==> src/rtl/alu_op_sequencer_if.sv <==
// Command, ALU-drive, response and status signals of alu_op_sequencer.
// The sequencer uses the slave modport; the command issuer / ALU side uses master.
interface alu_op_sequencer_if #(
   parameter int unsigned CNT_W = 8
) ();
   logic             cmd_valid;
   logic             cmd_ready;
   logic [2:0]       cmd_op;
   logic [3:0]       cmd_a;
   logic [3:0]       cmd_b;
   logic             cmd_use_acc;
   logic             cmd_wb;
   logic             acc_clr;
   logic [2:0]       alu_fnselec;
   logic [3:0]       alu_a;
   logic [3:0]       alu_b;
   logic [3:0]       alu_res;
   logic             alu_zero;
   logic             alu_overflow;
   logic             alu_carry;
   logic             rsp_valid;
   logic             rsp_ready;
   logic [3:0]       rsp_res;
   logic [2:0]       rsp_flags;
   logic [3:0]       acc;
   logic             ovf_sticky;
   logic [CNT_W-1:0] op_count;

   modport master (
      output cmd_valid, cmd_op, cmd_a, cmd_b, cmd_use_acc, cmd_wb, acc_clr,
      output alu_res, alu_zero, alu_overflow, alu_carry, rsp_ready,
      input  cmd_ready, alu_fnselec, alu_a, alu_b, rsp_valid, rsp_res, rsp_flags,
      input  acc, ovf_sticky, op_count
   );

   modport slave (
      input  cmd_valid, cmd_op, cmd_a, cmd_b, cmd_use_acc, cmd_wb, acc_clr,
      input  alu_res, alu_zero, alu_overflow, alu_carry, rsp_ready,
      output cmd_ready, alu_fnselec, alu_a, alu_b, rsp_valid, rsp_res, rsp_flags,
      output acc, ovf_sticky, op_count
   );
endinterface

==> src/rtl/alu_op_sequencer.sv <==
// Sequential front end for the 4-bit combinational ALU: registers operands, waits SETTLE
// cycles, captures result/flags and returns them over a valid/ready response channel.
module alu_op_sequencer #(
   parameter int unsigned SETTLE = 1,
   parameter int unsigned CNT_W  = 8
) (
   input logic               clk,
   input logic               rst_n,
   alu_op_sequencer_if.slave bus_io
);
   localparam logic [1:0] StIdle  = 2'd0;
   localparam logic [1:0] StDrive = 2'd1;
   localparam logic [1:0] StResp  = 2'd2;

   localparam logic [3:0] SettleLoad = 4'(SETTLE - 1);

   logic [1:0]       state_q, state_d;
   logic [3:0]       cnt_q, cnt_d;
   logic             wb_q, wb_d;
   logic [2:0]       fn_q, fn_d;
   logic [3:0]       a_q, a_d;
   logic [3:0]       b_q, b_d;
   logic [3:0]       res_q, res_d;
   logic [2:0]       flags_q, flags_d;
   logic [3:0]       acc_q, acc_d;
   logic             ovf_q, ovf_d;
   logic [CNT_W-1:0] op_count_q, op_count_d;

   always_comb begin
      state_d    = state_q;
      cnt_d      = cnt_q;
      wb_d       = wb_q;
      fn_d       = fn_q;
      a_d        = a_q;
      b_d        = b_q;
      res_d      = res_q;
      flags_d    = flags_q;
      acc_d      = acc_q;
      ovf_d      = ovf_q;
      op_count_d = op_count_q;
      case (state_q)
         StIdle: begin
            if (bus_io.cmd_valid) begin
               fn_d = bus_io.cmd_op;
               b_d  = bus_io.cmd_b;
               // A same-cycle clear must be visible to an accumulator-sourced operand.
               if (bus_io.cmd_use_acc) a_d = bus_io.acc_clr ? 4'd0 : acc_q;
               else                    a_d = bus_io.cmd_a;
               wb_d    = bus_io.cmd_wb;
               cnt_d   = SettleLoad;
               state_d = StDrive;
            end
         end
         StDrive: begin
            if (cnt_q != 4'd0) begin
               cnt_d = cnt_q - 4'd1;
            end else begin
               res_d   = bus_io.alu_res;
               flags_d = {bus_io.alu_carry, bus_io.alu_overflow, bus_io.alu_zero};
               if (bus_io.alu_overflow) ovf_d = 1'b1;
               if (wb_q)                acc_d = bus_io.alu_res;
               state_d = StResp;
            end
         end
         StResp: begin
            if (bus_io.rsp_ready) begin
               op_count_d = op_count_q + CNT_W'(1);
               state_d    = StIdle;
            end
         end
         default: state_d = StIdle;
      endcase
      if (bus_io.acc_clr) begin
         acc_d = 4'd0;
         ovf_d = 1'b0;
      end
   end

   always_ff @(posedge clk or negedge rst_n) begin
      if (!rst_n) begin
         state_q    <= StIdle;
         cnt_q      <= 4'd0;
         wb_q       <= 1'b0;
         fn_q       <= 3'd0;
         a_q        <= 4'd0;
         b_q        <= 4'd0;
         res_q      <= 4'd0;
         flags_q    <= 3'd0;
         acc_q      <= 4'd0;
         ovf_q      <= 1'b0;
         op_count_q <= '0;
      end else begin
         state_q    <= state_d;
         cnt_q      <= cnt_d;
         wb_q       <= wb_d;
         fn_q       <= fn_d;
         a_q        <= a_d;
         b_q        <= b_d;
         res_q      <= res_d;
         flags_q    <= flags_d;
         acc_q      <= acc_d;
         ovf_q      <= ovf_d;
         op_count_q <= op_count_d;
      end
   end

   assign bus_io.cmd_ready   = (state_q == StIdle);
   assign bus_io.rsp_valid   = (state_q == StResp);
   assign bus_io.alu_fnselec = fn_q;
   assign bus_io.alu_a       = a_q;
   assign bus_io.alu_b       = b_q;
   assign bus_io.rsp_res     = res_q;
   assign bus_io.rsp_flags   = flags_q;
   assign bus_io.acc         = acc_q;
   assign bus_io.ovf_sticky  = ovf_q;
   assign bus_io.op_count    = op_count_q;
endmodule

==> src/flat_wrapper.sv <==
// flat-port wrapper written by rule: the top's interface ports become plain ports
module alu_op_sequencer_flat 
#(
   parameter int unsigned SETTLE = 1,
   parameter int unsigned CNT_W  = 8
)
  (clk, rst_n, bus_io_cmd_valid, bus_io_cmd_op, bus_io_cmd_a, bus_io_cmd_b, bus_io_cmd_use_acc, bus_io_cmd_wb, bus_io_acc_clr, bus_io_alu_res, bus_io_alu_zero, bus_io_alu_overflow, bus_io_alu_carry, bus_io_rsp_ready, bus_io_cmd_ready, bus_io_alu_fnselec, bus_io_alu_a, bus_io_alu_b, bus_io_rsp_valid, bus_io_rsp_res, bus_io_rsp_flags, bus_io_acc, bus_io_ovf_sticky, bus_io_op_count);
  alu_op_sequencer_if #(.CNT_W(CNT_W)) bus_io_i ();
  input logic clk;
  input logic rst_n;
  input wire logic [$bits(bus_io_i.cmd_valid)-1:0] bus_io_cmd_valid;
  input wire logic [$bits(bus_io_i.cmd_op)-1:0] bus_io_cmd_op;
  input wire logic [$bits(bus_io_i.cmd_a)-1:0] bus_io_cmd_a;
  input wire logic [$bits(bus_io_i.cmd_b)-1:0] bus_io_cmd_b;
  input wire logic [$bits(bus_io_i.cmd_use_acc)-1:0] bus_io_cmd_use_acc;
  input wire logic [$bits(bus_io_i.cmd_wb)-1:0] bus_io_cmd_wb;
  input wire logic [$bits(bus_io_i.acc_clr)-1:0] bus_io_acc_clr;
  input wire logic [$bits(bus_io_i.alu_res)-1:0] bus_io_alu_res;
  input wire logic [$bits(bus_io_i.alu_zero)-1:0] bus_io_alu_zero;
  input wire logic [$bits(bus_io_i.alu_overflow)-1:0] bus_io_alu_overflow;
  input wire logic [$bits(bus_io_i.alu_carry)-1:0] bus_io_alu_carry;
  input wire logic [$bits(bus_io_i.rsp_ready)-1:0] bus_io_rsp_ready;
  output wire logic [$bits(bus_io_i.cmd_ready)-1:0] bus_io_cmd_ready;
  output wire logic [$bits(bus_io_i.alu_fnselec)-1:0] bus_io_alu_fnselec;
  output wire logic [$bits(bus_io_i.alu_a)-1:0] bus_io_alu_a;
  output wire logic [$bits(bus_io_i.alu_b)-1:0] bus_io_alu_b;
  output wire logic [$bits(bus_io_i.rsp_valid)-1:0] bus_io_rsp_valid;
  output wire logic [$bits(bus_io_i.rsp_res)-1:0] bus_io_rsp_res;
  output wire logic [$bits(bus_io_i.rsp_flags)-1:0] bus_io_rsp_flags;
  output wire logic [$bits(bus_io_i.acc)-1:0] bus_io_acc;
  output wire logic [$bits(bus_io_i.ovf_sticky)-1:0] bus_io_ovf_sticky;
  output wire logic [$bits(bus_io_i.op_count)-1:0] bus_io_op_count;
  assign bus_io_i.cmd_valid = bus_io_cmd_valid;
  assign bus_io_i.cmd_op = bus_io_cmd_op;
  assign bus_io_i.cmd_a = bus_io_cmd_a;
  assign bus_io_i.cmd_b = bus_io_cmd_b;
  assign bus_io_i.cmd_use_acc = bus_io_cmd_use_acc;
  assign bus_io_i.cmd_wb = bus_io_cmd_wb;
  assign bus_io_i.acc_clr = bus_io_acc_clr;
  assign bus_io_i.alu_res = bus_io_alu_res;
  assign bus_io_i.alu_zero = bus_io_alu_zero;
  assign bus_io_i.alu_overflow = bus_io_alu_overflow;
  assign bus_io_i.alu_carry = bus_io_alu_carry;
  assign bus_io_i.rsp_ready = bus_io_rsp_ready;
  assign bus_io_cmd_ready = bus_io_i.cmd_ready;
  assign bus_io_alu_fnselec = bus_io_i.alu_fnselec;
  assign bus_io_alu_a = bus_io_i.alu_a;
  assign bus_io_alu_b = bus_io_i.alu_b;
  assign bus_io_rsp_valid = bus_io_i.rsp_valid;
  assign bus_io_rsp_res = bus_io_i.rsp_res;
  assign bus_io_rsp_flags = bus_io_i.rsp_flags;
  assign bus_io_acc = bus_io_i.acc;
  assign bus_io_ovf_sticky = bus_io_i.ovf_sticky;
  assign bus_io_op_count = bus_io_i.op_count;
  alu_op_sequencer #(.SETTLE(SETTLE), .CNT_W(CNT_W)) u_core (.clk(clk), .rst_n(rst_n), .bus_io(bus_io_i));
endmodule
==> config.mk <==
export PLATFORM = sky130hd
export DESIGN_NAME = alu_op_sequencer_flat
export DESIGN_NICKNAME = d
export VERILOG_FILES = /design/src/rtl/alu_op_sequencer_if.sv /design/src/rtl/alu_op_sequencer.sv /design/src/flat_wrapper.sv
export SDC_FILE = /design/constraint.sdc
export NUM_CORES = 1
export LEC_CHECK = 0
export BUFFER_PORTS_ARGS = -buffer_cell sky130_fd_sc_hd__buf_2
export CAP_MARGIN = 20
export CORE_MARGIN = 5
export CORE_UTILIZATION = 35
export CTS_BUF_LIST = sky130_fd_sc_hd__clkbuf_4 sky130_fd_sc_hd__clkbuf_8 sky130_fd_sc_hd__clkbuf_16
export DETAILED_ROUTE_END_ITERATION = 8
export HOLD_SLACK_MARGIN = 0.02
export PLACE_DENSITY = 0.69
export SKIP_LAST_GASP = 1
export SLEW_MARGIN = 20
export SYNTH_ARGS = -nofsm -noshare
export SYNTH_HDL_FRONTEND = slang
export SYNTH_SLANG_ARGS = --single-unit
==> constraint.sdc <==
create_clock -name clk -period 1.7 [get_ports clk]
set_input_delay 0.085 -clock clk [delete_from_list [all_inputs] [get_ports clk]]
set_output_delay 0.085 -clock clk [all_outputs]
set_load 0.1 [all_outputs]
==> metrics.yaml <==
drt:
  wirelength_microns: 3660
  firstDrtPassIters: 6
  drc_errors: 0
  postRouteAntennaNets: 0
  vias_per_cell: 4.79
  num_vias: 1261
  wl_met2_microns: 1780
  drt-met1-wl_microns: 1610
  top_layer: "met4"
  drt_iter0_markers: 24
  avgRoutedWirePerCell_microns: 13.9
  wl_met3_microns: 184
timing:
  max_freq_ghz: 0.632
  drv_slew: 0
  hold_viol: 0
  fin_crit_sh_pct: 93.1
  min_period_ns: 1.58
  maxSlewHeadroom_pct: 67.1
  setup_viol_count_final: 0
  rsz0062_at_grt: "no"
  whs_ns: 0.0289
  worst_pin_slew_ns: 0.497
  clock_skew_ns: 0.00473
grt:
  grt_pass1_vias: 1302
  grt_first_pass_wirelength_microns: 6130
  grt_max_degree: 21
  grt_usage_pct: 12.7
  overflow: 0
  antenna_found_initial: 0
critical_path:
  worstPathCellList: "inv_1 -> ha_1 -> nor3b_4 -> nand2_2 -> mux2_2"
  start_kind: "flip-flop"
  slowest_stage: "dfrtp_1"
  crit_required_ns: 1.88
  critical_path_arrival_ns: 1.76
  cp_max_fo: 8
  endpoint_kind: "flip-flop"
  critical_path_class: "flip-flop to flip-flop"
  max_stage_delay_ns: 0.38
logic_synthesis:
  ys_seq_area_share_pct: 56.5
  synth_area_sq_mm: 0.00168
  synthTopCellsByArea: "dfrtp_1 57%, mux2_2 11%, nand2b_1 5.2%, mux2i_1 3.0%, ha_1 2.2%"
  synth-warning-count: 0
  yosys.area.top_type: "dfrtp_1"
  yosysTopAreaCellShare_pct: 56.5
  ys_types: 32
  synth-seq-cells: 38
  syn_nets: 165
  synthCells: 137
  synth_area_per_cell_sq_um: 12.3
layout:
  synthToLayoutAreaGrowth_pct: 33.4
  final_cell_mix: "57 x buf_2, 32 x dfrtp_1, 16 x mux2_2"
  diodes: 0
  multiInputGateArea_sq_um: 703
  drive_gt1_share_pct: 46.9
  nets: 236
  fill_cells: 431
  postLayoutCellArea_sq_mm: 0.00224
  final_common_cell: "buf_2"
  regArea_sq_um: 958
die:
  die_w_microns: 79.3
  dieArea_sq_mm: 0.00629
  core_area_sq_mm: 0.00469
  boundaryPins: 58
  num_rows: 25
  fp.dieH_microns: 79.3
  initial_core_util_pct: 35.9
placed_design:
  dp_hpwl_microns: 2760
  dpl-instance-area_sq_mm: 0.00205
  gp_congestion: 0.727
  port_buffers: 57
cts:
  cts_buffers: 5
  post_cts_buffers: 0
  htreeDepth: 2
  cts_max_path_buffers: 2
  clkSlewWorstSetupHoldPaths_ns: 0.07
  clock_sinks: 38
  cts_root_buf: "clkbuf_8"
  cts_tree: "yes"
  clk_latency_ns: 0.29
hold_path:
  hp-class: "input pin to flip-flop"
run:
  cap_violations: 0
status:
  run_status: "finished clean"
registers in the layout (all words and copies together) (netlist names):
register and count:
u_core.bus_io.acc 4, u_core.bus_io.rsp_res 4, u_core.cnt_q 4, u_core.bus_io.alu_a 4, u_core.bus_io.rsp_flags 3, u_core.bus_io.op_count 8
u_core.bus_io.alu_b 4, u_core.bus_io.alu_fnselec 3, u_core.wb_q 1, u_core.state_q 2, u_core.bus_io.ovf_sticky 1
cells by family after synthesis:
family,after synthesis,synth area share [%]
AOI/OAI and AO/OA,12,4.09
adders and majority gates,3,2.23
xor gates and xnor gates,7,3.64
buffers and inverters,9,2.60
muxes,21,13.7
and+or+nand+nor,47,17.2
DFF,38,56.5
critical path, delay by kind of cell (launching register included):
family	cells	cell delay, ns
and+or+nand+nor	2	0.48
adders and majority gates	1	0.18
buffers and inverters	1	0.11
muxes	1	0.31
DFF	1	0.38
Yosys cell counts (all sizes together):
library cell,number
nor2b,2
nor3b,2
inv,5
mux2i,5
or3,1
nand2,4
and3b,1
or4,2
nand4b,1
xnor2,3
buf,3
ha,3
xor2,4
nor2,7
a31oi,5
nand3b,4
a21oi,2
mux2,16
nor3,2
nand2b,14
a21o,1
clkbuf,1
nand3,3
or3b,1
nor4,1
o21ai,4
dfrtp,38
and3,1
nand4,1
metal layers:
layer  vias up  global-route usage, %
met5         -                      0
met2        35                   20.0
met4         0                   5.67
met3         9                   3.74
li1        612                      -
met1       605                   15.9
layout make-up:
type,count,share of cell area (%)
Clock buffer,5,3.07
Sequential cell,38,42.7
Clock inverter,3,1.78
Tap cell,54,3.01
Inverter,5,0.836
Timing Repair Buffer,68,17.3
Multi-Input combinational cell,90,31.3
final timing paths:
check,start,end,slack (ns),depth (start not counted)
max,u_core.cnt_q[0]$_DFFE_PN0P_,u_core.bus_io.rsp_res[1]$_DFFE_PN0P_,0.12,5
min,bus_io_cmd_b[3],u_core.bus_io.alu_b[3]$_DFFE_PN0P_,0.03,2
max reg2reg,u_core.cnt_q[0]$_DFFE_PN0P_,u_core.bus_io.rsp_res[1]$_DFFE_PN0P_,0.12,5
min reg2reg,u_core.bus_io.op_count[7]$_DFFE_PN0P_,u_core.bus_io.op_count[7]$_DFFE_PN0P_,0.47,1
max in group asynchronous,rst_n,u_core.bus_io.alu_a[2]$_DFFE_PN0P_,0.86,3
min in group asynchronous,rst_n,u_core.bus_io.alu_b[0]$_DFFE_PN0P_,0.30,2
timing repair:
action / in CTS / in global routing
resized for setup: 1 / 2
hold buffers: 8 / 0
hold endpoints to repair: 25 / 0
endpoints found under the setup margin: 7 / 11
metrics by stage:
| stage | utilization, % | cells | setup TNS (ns) | setup slack, ns |
|---|---|---|---|---|
| 2_1_floorplan | - | 137 | 0 | 0.0472 |
| 3_3_place_gp | 43.6 | 247 | 0 | 0.0619 |
| 3_5_place_dp | 43.6 | 247 | -0.134 | -0.0226 |
| 4_1_cts | 47.7 | 263 | 0 | 0.0274 |
| 5_1_grt | 47.8 | 263 | 0 | 0.0142 |
| 6_report | 47.8 | 263 | 0 | 0.118 |
Power is left out: the tool's default activity adds up to more than one toggle a clock period on the data nets, which glitch-free logic cannot reach.
